==> src/rtl/fp_arb_pkg.sv <==
// Shared helpers for the FP round-robin arbiter: one-hot to index
// conversion and the mod-N pointer increment, sized for the largest N.
package fp_arb_pkg;

   localparam int MAX_N   = 32;
   localparam int MAX_IDW = $clog2(MAX_N);

   // Binary index of the set bit of a one-hot vector (0 for all zeros).
   function automatic logic [MAX_IDW-1:0] onehot2idx(input logic [MAX_N-1:0] oh);
      logic [MAX_IDW-1:0] idx;
      idx = '0;
      for (int i = 0; i < MAX_N; i++)
         if (oh[i]) idx = idx | MAX_IDW'(i);
      return idx;
   endfunction

   // (idx + 1) mod n, with the wrap explicit so non-power-of-two n works.
   function automatic logic [MAX_IDW-1:0] rr_next_ptr(input logic [MAX_IDW-1:0] idx,
                                                     input logic [MAX_IDW:0]   n);
      if ({1'b0, idx} == n - (MAX_IDW+1)'(1))
         return '0;
      else
         return idx + MAX_IDW'(1);
   endfunction

endpackage

==> src/rtl/fp_rr_pick.sv <==
// Combinational round-robin picker: lowest set request at or above ptr,
// falling back to the lowest set request overall. Output is one-hot or zero.
module fp_rr_pick #(
   parameter int N   = 4,
   parameter int IDW = $clog2(N)
) (
   input  logic [N-1:0]   req,
   input  logic [IDW-1:0] ptr,
   output logic [N-1:0]   pick
);

   logic [N-1:0] masked;
   logic [N-1:0] pick_m;
   logic [N-1:0] pick_u;

   // Requests at or above the pointer form the first-choice set.
   always_comb begin
      masked = '0;
      for (int i = 0; i < N; i++)
         masked[i] = req[i] && (i >= int'(ptr));
   end

   // Lowest set bit of each set; scanning downward leaves the lowest winner.
   always_comb begin
      pick_m = '0;
      pick_u = '0;
      for (int i = N - 1; i >= 0; i--) begin
         if (masked[i]) begin
            pick_m    = '0;
            pick_m[i] = 1'b1;
         end
         if (req[i]) begin
            pick_u    = '0;
            pick_u[i] = 1'b1;
         end
      end
   end

   assign pick = (|masked) ? pick_m : pick_u;

endmodule

==> src/rtl/fp_rr_arb.sv <==
// Round-robin arbiter for the shared FP execution unit.
// Registered one-hot grant plus index; busy freezes grant and pointer.
// Optional macro FP_ARB_PRIO_EN adds req_hi: round-robin runs over
// req & req_hi when that set is non-empty, sharing the same pointer.
module fp_rr_arb
   import fp_arb_pkg::*;
#(
   parameter int N   = 4,
   parameter int IDW = $clog2(N)
) (
   input  logic           clk,
   input  logic           rst_n,
   input  logic [N-1:0]   req,
`ifdef FP_ARB_PRIO_EN
   input  logic [N-1:0]   req_hi,
`endif
   input  logic           busy,
   output logic [N-1:0]   gnt,
   output logic [IDW-1:0] gnt_id,
   output logic           gnt_vld
);

   logic [N-1:0]     gnt_q;
   logic [IDW-1:0]   id_q;
   logic [IDW-1:0]   ptr_q;
   logic [N-1:0]     pick_all;
   logic [N-1:0]     win;
   logic [MAX_N-1:0] win_ext;
   logic [IDW-1:0]   id_d;
   logic [IDW-1:0]   ptr_d;

   fp_rr_pick #(.N(N), .IDW(IDW)) u_pick_all (
      .req  (req),
      .ptr  (ptr_q),
      .pick (pick_all)
   );

`ifdef FP_ARB_PRIO_EN
   logic [N-1:0] hi_set;
   logic [N-1:0] pick_hi;

   // req_hi without a matching req is meaningless, so it is masked off.
   assign hi_set = req & req_hi;

   fp_rr_pick #(.N(N), .IDW(IDW)) u_pick_hi (
      .req  (hi_set),
      .ptr  (ptr_q),
      .pick (pick_hi)
   );

   assign win = (|hi_set) ? pick_hi : pick_all;
`else
   assign win = pick_all;
`endif

   // Winner index and the pointer that gives the winner lowest priority next.
   always_comb begin
      win_ext         = '0;
      win_ext[N-1:0]  = win;
      id_d            = IDW'(onehot2idx(win_ext));
      ptr_d           = IDW'(rr_next_ptr(MAX_IDW'(id_d), (MAX_IDW+1)'(N)));
   end

   // Grant/pointer registers; busy holds everything, no request clears grant.
   always_ff @(posedge clk or negedge rst_n) begin
      if (!rst_n) begin
         gnt_q <= '0;
         id_q  <= '0;
         ptr_q <= '0;
      end else if (!busy) begin
         gnt_q <= win;
         id_q  <= id_d;
         if (|win) ptr_q <= ptr_d;
      end
   end

   assign gnt     = gnt_q;
   assign gnt_id  = id_q;
   assign gnt_vld = |gnt_q;

endmodule

==> config.mk <==
export PLATFORM = sky130hd
export DESIGN_NAME = fp_rr_arb
export DESIGN_NICKNAME = d
export VERILOG_FILES = /design/src/rtl/fp_arb_pkg.sv /design/src/rtl/fp_rr_pick.sv /design/src/rtl/fp_rr_arb.sv
export SDC_FILE = /design/constraint.sdc
export NUM_CORES = 1
export LEC_CHECK = 0
export CAP_MARGIN = 20
export CELL_PAD_IN_SITES_DETAIL_PLACEMENT = 1
export CELL_PAD_IN_SITES_GLOBAL_PLACEMENT = 1
export CORE_ASPECT_RATIO = 1.1
export CORE_MARGIN = 1
export CORE_UTILIZATION = 31
export CTS_CLUSTER_DIAMETER = 40
export DETAILED_ROUTE_END_ITERATION = 6
export PLACE_DENSITY_LB_ADDON = 0.15
export SKIP_CTS_REPAIR_TIMING = 1
export SLEW_MARGIN = 20
export SYNTH_ARGS = -nofsm -noshare
export SYNTH_HDL_FRONTEND = slang
export SYNTH_HIERARCHICAL = 1
export SYNTH_SLANG_ARGS = --single-unit
export TNS_END_PERCENT = 1
==> constraint.sdc <==
create_clock -name clk -period 1.8 [get_ports clk]
set_input_delay 0.36 -clock clk [delete_from_list [all_inputs] [get_ports clk]]
set_output_delay 0.36 -clock clk [all_outputs]
set_load 0.05 [all_outputs]
==> tab_implementation.tex <==
\begin{tabular}{lr}
\hline
Metric & Value \\
\hline
\multicolumn{2}{l}{\textbf{Synthesis}} \\
EDFF count, synth & 0 \\
Fraction of post-synthesis cell area in the top cell type by area & approximately 45\% \\
Combined area of all synthesized cells & $\sim$450 sq um \\
Area leader, netlist & dfrtp\_1 \\
Synthesized netlist net count & between 50 and 60 \\
Cell with the most instances after synthesis & dfrtp\_1 \\
Sequential element share of the synthesized area & 44.7\% \\
Distinct cell type count of the synthesized netlist & 23 \\
Post-synthesis area per instance & approximately 9.5 sq um \\
Register bit total from synthesis & 8 \\
Top post-synthesis cells by count & 8 x dfrtp\_1, 6 x nor2\_1, 4 x inv\_1 \\
Synth area leaders & dfrtp\_1 45\%, mux2\_2 5.0\%, nor2\_1 5.0\% \\
Count of synthesis-stage warnings from yosys & 6 \\
Syn Inst Count & 47 \\
Flip-flop cell with the highest count after synthesis & dfrtp\_1 \\
FFs w/ async S/R, synth & 100\% \\
\multicolumn{2}{l}{\textbf{Cells and area}} \\
Number of diodes added for antenna fixing & 0 \\
Final instance count without filler cells & 85 \\
Net count reported at finish & 78 \\
Final non-filler cell area & 648 sq um \\
Layout cell share with drive strength beyond 1 & between 30\% and 40\% \\
Layout overhead on the synthesized area & 44.7\% \\
Filler Cells Inserted & approximately 160 \\
\multicolumn{2}{l}{\textbf{Worst setup path}} \\
Top cell family by delay on the critical path & simple AND/OR/NAND/NOR gates \\
Crit Path Max Fanout & 3 \\
Sort of element at the start of the critical path & flip-flop \\
Buf/Inv on CP & 1 \\
Data required, critical path & around 1.4 ns \\
CP max-delay cell & or4\_1 \\
Worst-path cell chain & or4\_1, buf\_6 \\
CP Capture Type & output pin \\
Start-to-end type of the worst setup path & flip-flop to output pin \\
Highest cell delay on the worst timing path & 0.54 ns \\
Arrival time at the worst endpoint & approximately 1.4 ns \\
\multicolumn{2}{l}{\textbf{Pwr}} \\
Highest ir drop seen on vdd & about 0.54 mV \\
Total leakage power & between 0.3 and 0.4 nW \\
Power per standard cell area & 1660 nW/um\^{}2 \\
\multicolumn{2}{l}{\textbf{Clock network}} \\
H-Tree Level Count & 1 \\
Skew-Pair Late Insertion Delay & 0.25 ns \\
Clock tree from TritonCTS & yes \\
Clock-pin slew reported for the worst setup and hold paths after clock tree synthesis & about 0.05 ns \\
Number of buffers added by the clock tree synthesis step & 3 \\
Clock root cell & clkbuf\_4 \\
Sinks on Clock Net & 8 \\
Clock buffer depth & 2 \\
\multicolumn{2}{l}{\textbf{STA}} \\
Final setup viols & 0 \\
Unrepaired setup endpoints after global routing & false \\
Number of endpoints with negative hold slack in the final report & 0 \\
Final max-slew violation count & 0 \\
Smallest hold slack & about 0.38 ns \\
Worst Clk Skew & 0.00313 ns \\
Fin crit share & $\sim$96\% \\
Relative slew slack & 76.5\% \\
Achievable clock frequency & roughly 0.58 GHz \\
Final worst path period need & 1.72 ns \\
Sum of negative setup slack & 0 ns \\
Worst-case setup margin in the final layout & 0.0789 ns \\
Actual slew at the worst max-slew pin & around 0.35 ns \\
\multicolumn{2}{l}{\textbf{Placed design}} \\
Area of placed instances & slightly above 600 sq um \\
Final weighted congestion of routability-driven global placement & about 0.7 \\
Worst slack, placed & -0.130 ns \\
Port Buffers & 13 \\
Number of cells in the design after placement & between 80 and 90 \\
Placed wire-length estimate after detailed placement & about 870 microns \\
\multicolumn{2}{l}{\textbf{Routing}} \\
DRC viols & 0 \\
Via count & $\sim$450 \\
Overall routed net length & approximately 1000 microns \\
Initial DRC count & 6 \\
WL per Instance & between 10 and 15 microns \\
Vias per std cell & between 5 and 6 \\
Pre-antenna DRT Iters & 3 \\
Number of antenna-violating nets in the routed design & 0 \\
\multicolumn{2}{l}{\textbf{GRT}} \\
First-pass GRT wire length & between 1500 and 2000 microns \\
Pin count of the biggest net entering global routing & 10 \\
Gr ovfl total & 0 \\
Number of antenna violations at the first check in global routing & 0 \\
GR Util All Layers & 17.2\% \\
Number of global-route vias before repair & approximately 460 \\
\multicolumn{2}{l}{\textbf{Die}} \\
Initial cell density of the core & around a third \\
Site Rows & 14 \\
Die Y-Extent & about 42 microns \\
Die Outline Area & about 1600 sq um \\
Area inside the core boundary & between 1000 and 1500 sq um \\
IO Pins & 14 \\
Die boundary width & approximately 38 microns \\
\multicolumn{2}{l}{\textbf{Hold path}} \\
Hold crit path type & input port to async pin \\
\multicolumn{2}{l}{\textbf{Status}} \\
Result of the run & completed \\
\multicolumn{2}{l}{\textbf{Run}} \\
Number of violations of the max-capacitance limit & 0 \\
\hline
\end{tabular}
[area by class of cell]
class	count	area, sq um	share of cell area [%]
sequential	8	200	30.9
timing repair buffer	20	169	26.1
multi-input combinational	34	221	34.2
inverter	4	15.0	2.32
clock buffer	3	22.5	3.47
tap	16	20.0	3.09
[metrics by stage]
stage	util [%]	total power, mW
after floorplan	-	0.712
after global placement	46.1	0.925
after detailed placement	46.1	0.944
after CTS	47.8	1.08
after global routing	48.1	1.16
final	48.1	1.08
[report_power, final]
part           internal, mW  switching [mW]  total (mW)
clock                0.0760          0.0565       0.133
combinational         0.265           0.349       0.615
sequential            0.246          0.0826       0.329
total                 0.587           0.488        1.08
[logic make-up (layout without fill, tap and decap cells)]
kind of cell / Yosys count / count (layout) / synth area share, %
buffers and inverters: 5 / 27 / 5.86
DFF: 8 / 8 / 44.7
AOI/OAI and AO/OA: 15 / 15 / 23.2
and+or+nand+nor: 16 / 16 / 17.9
muxes: 3 / 3 / 8.38
[cell usage in the layout, fill, tap and decap left out, drive strengths merged, types with 2 or more instances in the layout]
| cell | count |
|---|---|
| clkdlybuf4s50 | 6 |
| nand2 | 3 |
| nor2 | 6 |
| o22ai | 2 |
| o21a | 2 |
| o21ai | 3 |
| inv | 4 |
| clkbuf | 3 |
| dfrtp | 8 |
| buf | 14 |
| a21oi | 3 |
| mux2 | 3 |
[flip-flops by register name (all words and copies together), names as in the netlist]
register  cells
gnt           4
gnt_id        2
ptr_q         2
[path summary, 6_finish.rpt]
check	cells past startpoint	slack [ns]	to	start
worst max-delay path	2	0.08	gnt_vld	gnt[1]
worst min-delay path	1	0.38	gnt[0]	rst_n
worst max register to register	6	0.30	ptr_q[1]	ptr_q[1]
worst min register to register	2	0.51	gnt_id[0]	gnt_id[0]
max in group asynchronous	1	1.16	gnt_id[0]	rst_n
min in group clk	2	0.51	gnt_id[0]	gnt_id[0]
[routing by layer]
metal	part of all wire, %	track usage [%]	up-vias
li1	-	-	214
met1	40	18.0	214
met2	52	28.8	14
met3	5.2	4.81	4
met4	2.7	10.7	0
met5	0	0	-
Power figures use the tool's default switching activity.
